File: src/rtl/mem_access.sv
// -----------------------------------------------------------------------------
// mem_access: MEM-stage load/store unit that turns a pipeline memory
// instruction into one word-wide bus transaction and stalls the pipeline
// until the transaction completes or times out.
//
// Optional feature macro: MISALIGN_TRAP_EN
//   defined   -> misaligned LH/LHU/SH (addr[0]=1) and LW/SW (addr[1:0]!=0)
//                raise a one-cycle misalign pulse and issue no bus request
//   undefined -> no misalign port; halfword accesses ignore addr[0], word
//                accesses ignore addr[1:0]
//
// Ports:
//   clk, rst          clock, asynchronous active-low reset
//   MEM_alu_result    effective byte address
//   MEM_rs2_data      store data
//   MEM_inst          instruction in MEM (funct3 = [14:12])
//   MEM_mem_re/we     load / store request
//   MEM_have_inst     MEM slot valid
//   MEM_ram_data      extended load result towards MEM/WB
//   mem_stall         pipeline freeze while an access is in progress
//   bus_req/we/addr/wdata/wstrb, bus_ack, bus_rdata, bus_err   memory bus
//   misalign          (MISALIGN_TRAP_EN only) misaligned-access pulse
//   state_dbg         current FSM state (IDLE=0, REQ=1, DONE=2)
//   inst_dbg          instruction of the most recently issued access
//
// Bus handshake: bus_req is a registered level that is high for every cycle
// the FSM sits in REQ; bus_addr/bus_we/bus_wdata/bus_wstrb are loaded on the
// edge that raises bus_req and stay constant until it falls. The slave
// completes the transfer by asserting bus_ack for one cycle (legal already in
// the first REQ cycle); bus_rdata is sampled on that same edge. A transfer
// that sees no bus_ack for TIMEOUT_CYCLES REQ cycles is abandoned and
// reported on bus_err.
// -----------------------------------------------------------------------------
module mem_access #(
  parameter int TIMEOUT_CYCLES = 255
) (
  input  logic        clk,
  input  logic        rst,
  input  logic [31:0] MEM_alu_result,
  input  logic [31:0] MEM_rs2_data,
  input  logic [31:0] MEM_inst,
  input  logic        MEM_mem_re,
  input  logic        MEM_mem_we,
  input  logic        MEM_have_inst,
  output logic [31:0] MEM_ram_data,
  output logic        mem_stall,
  output logic        bus_req,
  output logic        bus_we,
  output logic [31:0] bus_addr,
  output logic [31:0] bus_wdata,
  output logic [3:0]  bus_wstrb,
  input  logic        bus_ack,
  input  logic [31:0] bus_rdata,
  output logic        bus_err,
`ifdef MISALIGN_TRAP_EN
  output logic        misalign,
`endif
  output logic [1:0]  state_dbg,
  output logic [31:0] inst_dbg
);

  localparam int CW = (TIMEOUT_CYCLES < 2) ? 1 : $clog2(TIMEOUT_CYCLES + 1);
  localparam logic [CW-1:0] TO_LAST = CW'(TIMEOUT_CYCLES - 1);

  typedef enum logic [1:0] {
    ST_IDLE = 2'd0,
    ST_REQ  = 2'd1,
    ST_DONE = 2'd2
  } state_t;

  state_t state, state_d;

  logic          access;
  logic          go;
  logic          timeout;
  logic [2:0]    f3;
  logic [3:0]    wstrb_d;
  logic [31:0]   wdata_d;
  logic [31:0]   inst_q;
  logic [1:0]    lo_q;
  logic [CW-1:0] cnt;
  logic [31:0]   ram_q;
  logic [7:0]    ld_byte;
  logic [15:0]   ld_half;
  logic [31:0]   ld_ext;

  assign access    = MEM_have_inst && (MEM_mem_re || MEM_mem_we);
  assign f3        = MEM_inst[14:12];
  assign state_dbg = state;
  assign inst_dbg  = inst_q;

`ifdef MISALIGN_TRAP_EN
  logic mis;

  always_comb begin
    mis = 1'b0;
    case (f3[1:0])
      2'b00:   mis = 1'b0;
      2'b01:   mis = MEM_alu_result[0];
      default: mis = |MEM_alu_result[1:0];
    endcase
  end

  // A misaligned access never leaves IDLE, so the pipeline is not held and
  // the pulse lasts exactly the one cycle the instruction spends in MEM.
  assign go           = access && !mis;
  assign misalign     = access && mis && (state == ST_IDLE);
  assign MEM_ram_data = misalign ? 32'd0 : ram_q;
`else
  assign go           = access;
  assign MEM_ram_data = ram_q;
`endif

  // Store lane formatting; loads drive no strobes and zero data.
  always_comb begin
    wstrb_d = 4'b0000;
    wdata_d = 32'd0;
    if (MEM_mem_we) begin
      case (f3[1:0])
        2'b00: begin
          wstrb_d = 4'b0001 << MEM_alu_result[1:0];
          wdata_d = {4{MEM_rs2_data[7:0]}};
        end
        2'b01: begin
          wstrb_d = 4'b0011 << {MEM_alu_result[1], 1'b0};
          wdata_d = {2{MEM_rs2_data[15:0]}};
        end
        default: begin
          wstrb_d = 4'b1111;
          wdata_d = MEM_rs2_data;
        end
      endcase
    end
  end

  // Load lane select and extension, using the address/funct3 latched at issue.
  always_comb begin
    ld_byte = 8'd0;
    case (lo_q)
      2'd0: ld_byte = bus_rdata[7:0];
      2'd1: ld_byte = bus_rdata[15:8];
      2'd2: ld_byte = bus_rdata[23:16];
      2'd3: ld_byte = bus_rdata[31:24];
      default: ld_byte = 8'd0;
    endcase
    ld_half = lo_q[1] ? bus_rdata[31:16] : bus_rdata[15:0];
    case (inst_q[14:12])
      3'b000:  ld_ext = {{24{ld_byte[7]}}, ld_byte};
      3'b100:  ld_ext = {24'd0, ld_byte};
      3'b001:  ld_ext = {{16{ld_half[15]}}, ld_half};
      3'b101:  ld_ext = {16'd0, ld_half};
      default: ld_ext = bus_rdata;
    endcase
  end

  // State register
  always_ff @(posedge clk or negedge rst) begin
    if (!rst) state <= ST_IDLE;
    else      state <= state_d;
  end

  // Next state and stall
  always_comb begin
    state_d   = state;
    timeout   = 1'b0;
    mem_stall = go && (state != ST_DONE);
    case (state)
      ST_IDLE: if (go) state_d = ST_REQ;
      ST_REQ: begin
        // An ack in the last allowed cycle still counts as a completion.
        timeout = !bus_ack && (cnt == TO_LAST);
        if (bus_ack || timeout) state_d = ST_DONE;
      end
      ST_DONE: state_d = ST_IDLE;
      default: state_d = ST_IDLE;
    endcase
  end

  // Bus outputs, capture register, timeout counter
  always_ff @(posedge clk or negedge rst) begin
    if (!rst) begin
      bus_req   <= 1'b0;
      bus_we    <= 1'b0;
      bus_addr  <= 32'd0;
      bus_wdata <= 32'd0;
      bus_wstrb <= 4'd0;
      bus_err   <= 1'b0;
      inst_q    <= 32'd0;
      lo_q      <= 2'd0;
      cnt       <= '0;
      ram_q     <= 32'd0;
    end else begin
      bus_err <= 1'b0;
      bus_req <= (state_d == ST_REQ);
      if (state == ST_IDLE && go) begin
        bus_addr  <= {MEM_alu_result[31:2], 2'b00};
        bus_we    <= MEM_mem_we;
        bus_wdata <= wdata_d;
        bus_wstrb <= wstrb_d;
        inst_q    <= MEM_inst;
        lo_q      <= MEM_alu_result[1:0];
        cnt       <= '0;
      end
      if (state == ST_REQ) begin
        if (bus_ack) begin
          ram_q <= ld_ext;
        end else begin
          cnt <= cnt + 1'b1;
          if (timeout) begin
            ram_q   <= 32'd0;
            bus_err <= 1'b1;
          end
        end
      end
    end
  end

endmodule

File: config.mk
export PLATFORM = sky130hd
export DESIGN_NAME = mem_access
export DESIGN_NICKNAME = d
export VERILOG_FILES = /design/src/rtl/mem_access.sv
export SDC_FILE = /design/constraint.sdc
export NUM_CORES = 1
export LEC_CHECK = 0
export CAP_MARGIN = 5
export CORE_ASPECT_RATIO = 1.1
export CORE_UTILIZATION = 43
export CTS_CLUSTER_SIZE = 12
export DETAILED_ROUTE_END_ITERATION = 10
export PLACE_DENSITY = 0.89
export SYNTH_ARGS = -nofsm -noshare
export SYNTH_HDL_FRONTEND = slang
export SYNTH_SLANG_ARGS = --single-unit
File: constraint.sdc
create_clock -name clk -period 2.4 [get_ports clk]
set_clock_uncertainty 0.15 [all_clocks]
set_input_delay 0.24 -clock clk [delete_from_list [all_inputs] [get_ports clk]]
set_output_delay 0.24 -clock clk [all_outputs]
set_load 0.01 [all_outputs]
==> summary.md, run 1 <==
| Metric | Value |
|---|---|
| Worst-path clk slew | `60 ps` |
| Tightest Pin Transition | `between 1000 and 1500 ps` |
| Synthesis warning total | `0` |
| Synth Flop Type | `dfrtp_1` |
| Num Clock Sinks | `around 150` |
| Via Count | `5957` |
| Number of max-cap violations | `0` |
| Maximum clock rate | `0.453 GHz` |
| GPL Wtd Cong | `0.905` |
| Endpoint type of the worst setup path | `flop` |
| Final global-route overflow total | `0` |
| Initial core utilization | `0.442` |
| DIE AREA | `15400 µm²` |
| CP top delay family | `simple AND/OR/NAND/NOR gates` |
| Dpl hpwl | `between 10000 and 15000 µm` |
| Worst setup path startpoint | `state_dbg[0]` |
| Distinct cell type count after synthesis | `37` |
| Worst hold path class | `in -> reg` |
| Final setup viols | `0` |
| Antenna Cells | `0` |
| Status | `complete, no violations` |
| Minimum clock period | `2210 ps` |
| Crit path cell chain | `nor2b_1 -> nand2_1 -> nor2_1 -> a221o_2` |
| Global-route wire length before repair | `31300 µm` |
| Slowest-stage cell, CP | `nor2_1` |
| Fin crit share | `0.919` |
| Worst skew pair latency | `roughly 410 ps` |
| CP arrival | `about 2400 ps` |
| Row count | `46` |
| #FFs+latches synth | `around 150` |
| Port-buffer cells | `~270` |
| Final core utilization | `0.694` |
| CTS Buf Count | `17` |
| Post-synth top area share | `0.568` |
| Hold Path Stages | `3` |
| WP buf/inv | `0` |
| Drt pass-1 iters | `5` |
| Largest net degree at the start of global routing | `67` |
| Sequential area share after synthesis | `0.568` |
| Asr flop ratio synth | `1.00` |
| Final #Nets | `1091` |
| Post-synth EDFFs | `0` |
| Drt total wl | `19800 µm` |
| Vias in the first global route | `6006` |
| Htree depth | `4` |
| Most common cell after layout, fill and taps aside | `clkdlybuf4s50_1` |
| Most frequent cells in the layout | `268 x clkdlybuf4s50_1, 244 x nand2_1, 145 x dfrtp_1` |
| Gates resized, CTS repair | `0` |
| CTS max path bufs | `2` |
| Avg Cell Area, Syn | `about 9.3 µm²` |
| Setup TNS | `0 ps` |
| CTS root buf | `clkbuf_16` |
| Fin. max-slew vios | `0` |
| Dominant cells by area after synthesis | `dfrtp_1 57%, nand2_1 14%, o21ai_0 3.4%` |
| Max-slew headroom | `0.270` |
| CTS tree | `built` |
| Crit path depth | `4` |
| Cell taking the most area after synthesis | `dfrtp_1` |
| Io pins | `272` |
| Leak | `0.00462 µW` |
| Post-CTS setup buffer count | `0` |
| CP Max Fanout | `16` |
| Die height | `130 µm` |
| Drt initial violations | `roughly 400` |
| Routed len/inst | `17.1 µm` |
| Reg2reg path depth | `4` |
| Tot Pwr | `10300 µW` |
| Critical path class | `reg -> reg` |
| Area Overhead vs Synth | `56.9%` |
| Via density | `a little over 5` |
| Pwr dens | `1030 nW/µm²` |
| Synth Cell Area | `6390 µm²` |
| Fillers | `1075` |
| Placed cell area | `9410 µm²` |
| Post-layout instance area | `10000 µm²` |
| Layout cells sized above 1 | `0.0961` |
| Max stage delay on crit path | `860 ps` |
| Hold Violations, Final | `0` |
| Die width | `118 µm` |
| # DRC | `0` |
| Gr usage total | `0.265` |
| Critical Path RT | `about 2600 ps` |
| Synthesized instance count | `~680` |
| RSZ-0062 raised after global routing | `false` |
| Initial antenna violation count | `0` |
| Setup crit start kind | `flop` |
| Post-DRT Antenna Nets | `0` |
| R2R Path Start | `state_dbg[0]` |
| Core Area | `14400 µm²` |
| VDD IR max | `0.000511 V` |
| Hold_sp | `MEM_inst[1]` |
## through the flow
step	hold WS [ps]	setup slack, ps	std cells
global route	192	35.7	1160
global placement	137	93.7	1127
CTS	182	239	1160
finish	196	195	1160
floorplan	-206	534	685
detailed placement	138	32.8	1127
## synthesized netlist by cell type, drive strengths merged, types with 8 or more instances
master    n
nand3    13
o21ai    45
a22o     19
clkbuf   30
inv      15
a21oi    36
nand2   244
mux2i     8
buf      16
a221o    22
dfrtp   145
nor2     33
nor3      9
mux2     19
## repair_timing
item,in CTS,in global routing
setup endpoints to repair,0,0
hold endpoints to repair,64,0
hold buffers,1,0
## final timing paths
kind,endpoint,slack (ps)
min in group asynchronous,MEM_ram_data[10],260
hold / removal,inst_dbg[1],200
hold reg to reg,bus_wdata[20],320
max in group asynchronous,bus_addr[11],1180
setup reg to reg,MEM_ram_data[21],190
setup / recovery,MEM_ram_data[21],190
## worst min-delay path: cells and delay by family
kind                   cells  cell delay, ps
AND/OR/NAND/NOR            2              90
buffers and inverters      1             390
## cells by family after synthesis
family | count (synthesis) | synth area share
simple gates | 311 | 0.192
flops | 145 | 0.568
compound gates | 135 | 0.147
buf+inv | 61 | 0.0397
mux | 27 | 0.0460
fa+ha+maj | 2 | 0.00391
xor+xnor | 2 | 0.00274
other cells | 1 | 0.000587
## layer usage
layer / share of wire / up-vias / track usage
met5: 0 / - / 0
met4: 0.028 / 0 / 0.113
met3: 0.070 / 40 / 0.0756
met2: 0.50 / 234 / 0.453
met1: 0.40 / 2853 / 0.315
li1: - / 2830 / -
## where the power goes
part           internal, µW  switching, µW
clock                  1710           1010
combinational          2160           1710
sequential             3220            493
## flip-flops by register name, indices dropped and copies added (netlist names)
register / flops
bus_wstrb: 4
bus_err: 1
bus_req: 1
cnt: 8
inst_dbg: 32
bus_wdata: 32
state_dbg: 2
bus_we: 1
lo_q: 2
MEM_ram_data: 32
bus_addr: 30
## final cells by class
type / instances / area, µm² / share of cell area
clock buffer: 22 / 474 / 0.0473
tap: 192 / 240 / 0.0240
timing repair buffer: 297 / 2970 / 0.296
clock inverter: 10 / 133 / 0.0132
inverter: 15 / 56.3 / 0.00561
multi-input combinational: 479 / 2530 / 0.252
sequential: 145 / 3630 / 0.362
No activity file was read; power rests on OpenSTA's default activity.
==> run 2: changes to the inputs <==
- CORE_UTILIZATION: 43 -> 44
- CTS_BUF_LIST: unset -> sky130_fd_sc_hd__clkbuf_8
- PLACE_DENSITY: 0.89 -> 0.91
==> run 2 against run 1 <==
  * Combinational power about the same
  * Die area shrank 2.2%
  * Utilization rose by 0.36 points
  * Non-clock buffer count is 3 lower
  * Critical path type unchanged
  * Largest power group unchanged
==> summary.md, run 2 (synthesized netlist as in run 1, its figures left out) <==
| Metric | Value |
|---|---|
| Maximum clock rate | `0.445 GHz (-1.8%)` |
| CTS Buf Count | `17 (unchanged)` |
| Port-buffer cells | `269 (unchanged)` |
| Critical Path RT | `2630 ps (+30 ps)` |
| Drt pass-1 iters | `5 (unchanged)` |
| Io pins | `272 (unchanged)` |
| Gates resized, CTS repair | `0 (unchanged)` |
| Final #Nets | `1088 (-0.27%)` |
| Antenna Cells | `0 (unchanged)` |
| Reg2reg path depth | `4 (unchanged)` |
| Layout cells sized above 1 | `0.0943 (-0.00177)` |
| Num Clock Sinks | `145 (unchanged)` |
| Worst-path clk slew | `90 ps (+30 ps)` |
| R2r endpoint | `MEM_ram_data[30]` |
| Via Count | `6051 (+1.6%)` |
| VDD IR max | `0.000592 V (+16%)` |
| Pwr dens | `977 nW/µm² (-4.9%)` |
| Row count | `45 (-2.2%)` |
| RSZ-0062 raised after global routing | `false` |
| Minimum clock period | `2250 ps (+40.8 ps)` |
| Htree depth | `4 (unchanged)` |
| Post-DRT Antenna Nets | `0 (unchanged)` |
| CP Max Fanout | `16 (unchanged)` |
| CTS root buf | `clkbuf_8` |
| Die height | `128 µm (-1.1%)` |
| Most common cell after layout, fill and taps aside | `clkdlybuf4s50_1` |
| Max-slew headroom | `0.268 (-0.00152)` |
| Post-CTS setup buffer count | `0 (unchanged)` |
| R2r setup slk | `150 ps (-40 ps)` |
| CP arrival | `2470 ps (+60 ps)` |
| Endpoint type of the worst setup path | `flop` |
| Final setup viols | `0 (unchanged)` |
| Vias in the first global route | `5919 (-1.4%)` |
| Setup TNS | `0 ps (unchanged)` |
| Hold Violations, Final | `0 (unchanged)` |
| Core Area | `14000 µm² (-3.0%)` |
| Worst hold path class | `in -> async` |
| Leak | `0.00451 µW (-2.4%)` |
| Setup crit start kind | `flop` |
| Tightest Pin Transition | `1090 ps (+2.27 ps)` |
| Drt initial violations | `552 (+38%)` |
| Initial core utilization | `0.456 (+0.0135)` |
| DIE AREA | `15000 µm² (-2.2%)` |
| Hold buffers post-CTS | `1 (unchanged)` |
| R2R Path Start | `lo_q[1]` |
| Dpl hpwl | `14600 µm (+0.54%)` |
| Status | `complete, no violations` |
| Die width | `117 µm (-1.1%)` |
| GPL Wtd Cong | `0.904 (-0.17%)` |
| Initial antenna violation count | `0 (unchanged)` |
| Most frequent cells in the layout | `268 x clkdlybuf4s50_1, 244 x nand2_1, 145 x dfrtp_1` |
| Routed len/inst | `17.1 µm (+0.45%)` |
| Fin crit share | `0.936 (+0.0170)` |
| CTS max path bufs | `2 (unchanged)` |
| Worst skew pair latency | `440 ps (+30 ps)` |
| CTS tree | `built` |
| Slowest-stage cell, CP | `a2111oi_4` |
| Fin. max-slew vios | `0 (unchanged)` |
| Area Overhead vs Synth | `53.0%` |
| Final global-route overflow total | `0 (unchanged)` |
| Critical path class | `reg -> reg` |
| Largest net degree at the start of global routing | `62 (-7.5%)` |
| Post-layout instance area | `9780 µm² (-2.4%)` |
| Placed cell area | `9370 µm² (-0.43%)` |
| Crit path cell chain | `mux2_2 -> nand3_1 -> a2111oi_4 -> a221o_2` |
| # DRC | `0 (unchanged)` |
| Global-route wire length before repair | `30800 µm (-1.5%)` |
| Gr usage total | `0.270 (+0.00529)` |
| Number of max-cap violations | `0 (unchanged)` |
| Via density | `5.25 (+2.2%)` |
| Drt total wl | `19800 µm (-0.16%)` |
| Max stage delay on crit path | `880 ps (+20 ps)` |
[run 2: changes by cell type in the layout (fill, tap and decap cells not counted), moves of 2 or more]
| cell | delta |
|---|---|
| buf_4 | -2 |
| clkbuf_8 | +14 |
| clkbuf_16 | -17 |
| clkinv_4 | +2 |
| clkbuf_1 | -2 |
[run 2: metrics by stage]
stage	setup slack [ps]	power (µW)	util	std cells	hold slack [ps]
floorplan	534	5290	-	685	-206
global placement	64.7	7480	0.668	1120	28.6
detailed placement	-7.09	7610	0.668	1120	28.4
CTS	176	9600	0.698	1153	115
global route	5.80	10100	0.698	1153	141
finish	154	9560	0.698	1153	116
[run 2: area by class of cell]
class	count	area, µm²
Inverter	15	56.3
Clock buffer	17	234
Timing Repair Buffer	294	2930
Tap cell	188	235
Multi-Input combinational cell	479	2530
Fill cell	1017	4240
Sequential cell	145	3630
Clock inverter	15	168
[run 2: worst max path at each step]
stage | startpoint | to | cells after the start
after floorplan | lo_q[0] | MEM_ram_data[21] | 5
after global placement | bus_rdata[31] | MEM_ram_data[29] | 5
after detailed placement | bus_rdata[31] | MEM_ram_data[20] | 5
after CTS | state_dbg[0] | MEM_ram_data[26] | 4
after global routing | state_dbg[0] | MEM_ram_data[26] | 4
final | lo_q[1] | MEM_ram_data[30] | 4
[run 2: worst max-delay path, delay by kind of cell (launching register included)]
| kind | cells | cell delay (ps) |
|---|---|---|
| flops | 1 | 500 |
| mux | 1 | 280 |
| simple gates | 1 | 130 |
| compound gates | 2 | 1120 |
[run 2: where the power goes]
part           leakage, µW  switching [µW]  internal (µW)  total (µW)
Combinational      0.00246            1700           2150        3850
Clock             0.000203             958           1020        1980
Sequential         0.00184             519           3220        3740
[run 2: routing by layer]
layer / global-route usage / vias to the layer above / wire length [µm]
li1: - / 2827 / -
met3: 0.0749 / 50 / 1520
met5: 0 / - / 0
met4: 0.124 / 0 / 652
met1: 0.329 / 2930 / 7990
met2: 0.446 / 244 / 9610
